--- config.mk ---
export PLATFORM = sky130hd
export DESIGN_NAME = rv32im_dmem_ctrl
export DESIGN_NICKNAME = d
export VERILOG_FILES = /design/src/rtl/rv32im_dmem_ctrl.sv
export SDC_FILE = /design/constraint.sdc
export NUM_CORES = 1
export LEC_CHECK = 0
export BUFFER_PORTS_ARGS = -buffer_cell sky130_fd_sc_hd__buf_2
export CAP_MARGIN = 20
export CELL_PAD_IN_SITES_DETAIL_PLACEMENT = 1
export CELL_PAD_IN_SITES_GLOBAL_PLACEMENT = 2
export CORE_MARGIN = 1.5
export CORE_UTILIZATION = 28
export CTS_CLUSTER_DIAMETER = 40
export DETAILED_ROUTE_END_ITERATION = 16
export GPL_TIMING_DRIVEN = 0
export PLACE_DENSITY_LB_ADDON = 0.3
export SLEW_MARGIN = 15
export SYNTH_ARGS = -nofsm -noshare
export SYNTH_HDL_FRONTEND = slang
export SYNTH_SLANG_ARGS = --single-unit
--- constraint.sdc ---
create_clock -name clk_i -period 2 [get_ports clk_i]
set_input_delay 0.1 -clock clk_i [delete_from_list [all_inputs] [get_ports clk_i]]
set_output_delay 0.1 -clock clk_i [all_outputs]
set_load 0.01 [all_outputs]
--- src/rtl/rv32im_dmem_ctrl.sv ---
// Data-memory bus controller between the rv32im LSU and a valid/ready bus.
// Issues one request per LSU access, steers store lanes, stalls until response or timeout.
module rv32im_dmem_ctrl #(
    parameter int DATA_W  = 32,
    parameter int ADDR_W  = 32,
    parameter int TIMEOUT = 255
) (
    input  logic              clk_i,
    input  logic              rst_ni,
    input  logic              enable_i,
    input  logic [ADDR_W-1:0] addr_i,
    input  logic [3:0]        wr_mask_i,
    input  logic [DATA_W-1:0] wdata_i,
    output logic [DATA_W-1:0] rdata_o,
    output logic              stall_o,
    output logic              done_o,
    output logic              fault_o,
    output logic              req_valid_o,
    input  logic              req_ready_i,
    output logic              req_we_o,
    output logic [ADDR_W-1:0] req_addr_o,
    output logic [3:0]        req_be_o,
    output logic [DATA_W-1:0] req_wdata_o,
    input  logic              rsp_valid_i,
    input  logic [DATA_W-1:0] rsp_rdata_i,
    input  logic              rsp_err_i
);

    typedef enum logic [1:0] {
        ST_IDLE = 2'd0,
        ST_REQ  = 2'd1,
        ST_WAIT = 2'd2,
        ST_DONE = 2'd3
    } state_t;

    localparam logic [7:0] TIMEOUT_LAST = 8'(TIMEOUT - 1);

    state_t              state_r;
    state_t              state_next_s;
    logic [7:0]          cnt_r;
    logic                timeout_s;
    logic                fault_r;
    logic                stall_s;
    logic                req_we_r;
    logic [ADDR_W-1:0]   req_addr_r;
    logic [3:0]          req_be_r;
    logic [DATA_W-1:0]   req_wdata_r;
    logic [DATA_W-1:0]   rdata_r;

    // Byte stores replicate the low byte, halfword stores the low half, others pass through.
    function automatic logic [DATA_W-1:0] steer_wdata(input logic [3:0] mask,
                                                      input logic [DATA_W-1:0] wdata);
        logic [DATA_W-1:0] res;
        case (mask)
            4'b0001, 4'b0010, 4'b0100, 4'b1000: res = {4{wdata[7:0]}};
            4'b0011, 4'b1100:                   res = {2{wdata[15:0]}};
            default:                            res = wdata;
        endcase
        return res;
    endfunction

    assign timeout_s = (cnt_r == TIMEOUT_LAST);

    // State register.
    always_ff @(posedge clk_i or negedge rst_ni) begin
        if (!rst_ni) begin
            state_r <= ST_IDLE;
        end else begin
            state_r <= state_next_s;
        end
    end

    // Next-state logic; in REQ the timeout beats a handshake, in WAIT a response beats the timeout.
    always_comb begin
        state_next_s = state_r;
        case (state_r)
            ST_IDLE: begin
                if (enable_i) begin
                    state_next_s = ST_REQ;
                end else begin
                    state_next_s = ST_IDLE;
                end
            end
            ST_REQ: begin
                if (timeout_s) begin
                    state_next_s = ST_DONE;
                end else if (req_ready_i) begin
                    state_next_s = ST_WAIT;
                end else begin
                    state_next_s = ST_REQ;
                end
            end
            ST_WAIT: begin
                if (rsp_valid_i || timeout_s) begin
                    state_next_s = ST_DONE;
                end else begin
                    state_next_s = ST_WAIT;
                end
            end
            ST_DONE: state_next_s = ST_IDLE;
            default: state_next_s = ST_IDLE;
        endcase
    end

    // Request registers, captured once when an access is accepted in IDLE.
    always_ff @(posedge clk_i or negedge rst_ni) begin
        if (!rst_ni) begin
            req_we_r    <= 1'b0;
            req_addr_r  <= '0;
            req_be_r    <= 4'b0000;
            req_wdata_r <= '0;
        end else if (state_r == ST_IDLE && enable_i) begin
            req_we_r    <= (wr_mask_i != 4'b0000);
            req_addr_r  <= addr_i;
            req_be_r    <= (wr_mask_i == 4'b0000) ? 4'b1111 : wr_mask_i;
            req_wdata_r <= steer_wdata(wr_mask_i, wdata_i);
        end else begin
            req_we_r    <= req_we_r;
            req_addr_r  <= req_addr_r;
            req_be_r    <= req_be_r;
            req_wdata_r <= req_wdata_r;
        end
    end

    // Cycle counter covering REQ and WAIT.
    always_ff @(posedge clk_i or negedge rst_ni) begin
        if (!rst_ni) begin
            cnt_r <= 8'd0;
        end else if (state_r == ST_IDLE && enable_i) begin
            cnt_r <= 8'd0;
        end else if (state_r == ST_REQ || state_r == ST_WAIT) begin
            cnt_r <= cnt_r + 8'd1;
        end else begin
            cnt_r <= cnt_r;
        end
    end

    // Fault flag and read word; a faulted read returns zero, writes never touch rdata.
    always_ff @(posedge clk_i or negedge rst_ni) begin
        if (!rst_ni) begin
            fault_r <= 1'b0;
            rdata_r <= '0;
        end else if (state_r == ST_IDLE && enable_i) begin
            fault_r <= 1'b0;
            rdata_r <= rdata_r;
        end else if (state_r == ST_WAIT && rsp_valid_i) begin
            fault_r <= rsp_err_i;
            if (!req_we_r) begin
                rdata_r <= rsp_err_i ? '0 : rsp_rdata_i;
            end else begin
                rdata_r <= rdata_r;
            end
        end else if ((state_r == ST_REQ || state_r == ST_WAIT) && timeout_s) begin
            fault_r <= 1'b1;
            if (!req_we_r) begin
                rdata_r <= '0;
            end else begin
                rdata_r <= rdata_r;
            end
        end else begin
            fault_r <= fault_r;
            rdata_r <= rdata_r;
        end
    end

    // Pipeline stall: follows enable_i while idle so the LSU freezes in the accept cycle.
    always_comb begin
        stall_s = 1'b0;
        case (state_r)
            ST_IDLE: stall_s = enable_i;
            ST_REQ:  stall_s = 1'b1;
            ST_WAIT: stall_s = 1'b1;
            ST_DONE: stall_s = 1'b0;
            default: stall_s = 1'b0;
        endcase
    end

    assign stall_o     = stall_s;
    assign done_o      = (state_r == ST_DONE);
    assign fault_o     = (state_r == ST_DONE) && fault_r;
    assign req_valid_o = (state_r == ST_REQ);
    assign req_we_o    = req_we_r;
    assign req_addr_o  = req_addr_r;
    assign req_be_o    = req_be_r;
    assign req_wdata_o = req_wdata_r;
    assign rdata_o     = rdata_r;

endmodule

==> flow_summary.ini <==
[sta]
finalMaxSlewViolations = 0
worst_pin_slew_ns = 0.6751
rsz0062_at_grt = false
hold_viol = 0
setup_viol = 0
max_slew_margin = 0.5499
post-route-period-util = 0.9338
tns_ns = 0
period_needed_ns = 1.868
fmax_mhz = 535.4
final.setup_skew_ns = 0.009360

[power]
intPower_mw = 5.742
power_density_nw_per_um2 = 1276
combPwrFrac = 0.379
p_seq_frac = 0.407
p_leak_nw = 3.753
p_sw_mw = 3.340
peakVddDrop_v = 0.0004736
clkPwrFrac = 0.215
switching_share = 0.3678

[drt]
wirelength_um = 16470
dr.pass1.iters = 4
wire_per_inst_um = 17.23
remaining_drc_errors = 0
dr.first_iter.drc_count = 95
vias = 4395
viasPerCell = 4.597
drtAntennaViolNets = 0

[clock_network]
cts_tree = yes
insertion_delay_ns = 0.36
clockBufferDepth = 2
root_buffer = clkbuf_16
ctsHtreeMaxLevel = 3
cts_buffers = 9
path_clk_slew_ns = 0.07
cts_num_sinks = 112

[critical_path]
cp.arrival_ns = 2.10
crit_type = flop to flop
endpoint_kind = flop
r2r_cells = 7
r2r-end = rdata_o[20]
required_ns = 2.24
rrSetupSlack_ns = 0.13
crit_fanout = 10
start_kind = flop

[grt]
antenna_found_initial = 4
grt_overflow = 0
grt_pass1_wl_um = 25930
grt_pass1_vias = 4831
grt_max_degree = 68
grt_usage = 0.1902

[placed_design]
hpwl_um = 11330
gp_congestion = 0.7711
numPortBuffers = 208
dpl_cell_area_um2 = 6032

[layout]
final_area_um2 = 7118
final_common_cell = buf_2
drive_above_1_share = 0.3620
fin_util = 0.4323
syn2layout_area_growth_pct = 52.03
fin_nets = 841
layout_common_cells = 216 x buf_2, 141 x nand2_1, 111 x dfrtp_1

[die]
die_area_um2 = 17510
die_y_um = 132.3
design.portCount = 211
rows = 47
die_x_um = 132.3
start_util = 0.2843
core_um2 = 16470

[synth]
synth.distinct_cells = 41
synth_top_cell_by_area = dfrtp_1
avgSynthCellArea_um2 = 10.69
seq_area_frac_synth = 0.5986
netlist_area_um2 = 4682
syn_nets = 551
syn_inst = 438
ys_seq_elements = 112
yosys-top-cells-area = dfrtp_1 60%, nand2_1 11%, a22o_1 6.0%
ys_warn_count = 0
netlist.area_leader.share = 0.5986

[job]
max_cap_violations = 0

[min_path]
holdPathStages = 3
holdCritStartpoint = wdata_i[3]
hp-class = input pin to flop
holdPathEnd = req_wdata_o[3]

[run_status]
outcome = finished, final reports clean
==> cells in the mapped netlist (all sizes together) <==
cell type  number
o21ai          17
a21oi           3
xnor2           2
a221oi          8
ha              7
o311ai          1
o31ai           1
nor4            1
inv             5
a31oi           1
mux2i           8
clkbuf         13
and2            2
a22o           32
or3             2
nand3           1
o221a           1
xor2            5
o211ai          1
buf            13
a221o           8
nand2         143
nand4           3
nor4b           2
nor3b           1
nor3            4
nor2           20
o2bb2ai         8
a211oi          1
a32o            1
dfrtp         112
nor2b           2
and3            9
==> area by class of cell <==
class | count | area [µm²]
Multi-Input combinational cell | 295 | 1782
Inverter | 5 | 18.77
Buffer | 25 | 137.6
Antenna cell | 4 | 10.01
Timing Repair Buffer | 280 | 1780
Tap cell | 220 | 275.3
Clock inverter | 5 | 81.33
Clock buffer | 10 | 229.0
Fill cell | 1917 | 9348
Sequential cell | 112 | 2804
==> layer usage <==
| metal | track usage | share of wire | vias to the layer above |
|---|---|---|---|
| met5 | 0 | 0 | - |
| met3 | 0.03806 | 0.043 | 32 |
| met2 | 0.3214 | 0.50 | 121 |
| li1 | - | - | 2082 |
| met1 | 0.2303 | 0.42 | 2160 |
| met4 | 0.09890 | 0.032 | 0 |
==> registers in the layout, indices dropped and copies added (netlist names), named ones only <==
name,cells
cnt_r,8
fault_r,1
rdata_o,32
req_addr_o,32
req_be_o,4
req_wdata_o,32
req_we_o,1
state_r,1
==> critical path: stages (launching register included) <==
cell and delay [ns]:
dfrtp_1 0.39, inv_1 0.12, ha_4 0.31, inv_1 0.10, o31ai_4 0.30, nand2_2 0.14
clkbuf_4 0.21, a22o_1 0.20
==> how the worst max path moves through the flow <==
stage               startpoint           to  slack (ns)  cells past startpoint
finish                    flop  rdata_o[20]        0.13                      7
global route              flop  rdata_o[20]        0.01                      7
CTS                 state_r[0]  req_be_o[1]        0.05                      7
detailed placement  state_r[0]  req_be_o[1]       -0.40                      8
global placement        rst_ni     cnt_r[5]       -0.60                      1
floorplan           state_r[0]  rdata_o[10]        0.23                      7
==> what timing repair did <==
action | in CTS | in global routing
hold endpoints to repair | 134 | 0
buffers inserted | 0 | 2
endpoints found under the setup margin | 91 | 62
pin swaps | 0 | 2
resized for setup | 14 | 11
hold buffers | 69 | 0
==> power groups by stage <==
| stage | logic, mW | registers (mW) | clock network (mW) |
|---|---|---|---|
| after floorplan | 1.29 | 4.10 | 0 |
| after global placement | 3.23 | 3.66 | 0 |
| after detailed placement | 3.31 | 3.71 | 0 |
| after CTS | 3.48 | 3.68 | 2.01 |
| after global routing | 3.80 | 3.81 | 2.10 |
| final | 3.44 | 3.69 | 1.95 |
==> through the flow <==
| stage | hold WS [ns] | cells | power, mW | setup slack [ns] |
|---|---|---|---|---|
| 6_report | 0.01690 | 956 | 9.082 | 0.1323 |
| 3_3_place_gp | 0.2911 | 866 | 6.892 | -0.6042 |
| 5_1_grt | 0.01472 | 955 | 9.706 | 0.01026 |
| 3_5_place_dp | 0.1686 | 867 | 7.023 | -0.4021 |
| 2_1_floorplan | -0.1956 | 438 | 5.392 | 0.2264 |
| 4_1_cts | 0.007184 | 950 | 9.175 | 0.05243 |
==> kinds of logic after synthesis <==
group                      share of synthesized area
and+or+nand+nor                               0.1750
AOI/OAI and AO/OA                             0.1438
xor gates and xnor gates                     0.01710
DFF                                           0.5986
buffers and inverters                        0.02966
adders and majority gates                    0.01871
muxes                                        0.01710
No activity file was read; power rests on OpenSTA's default activity.
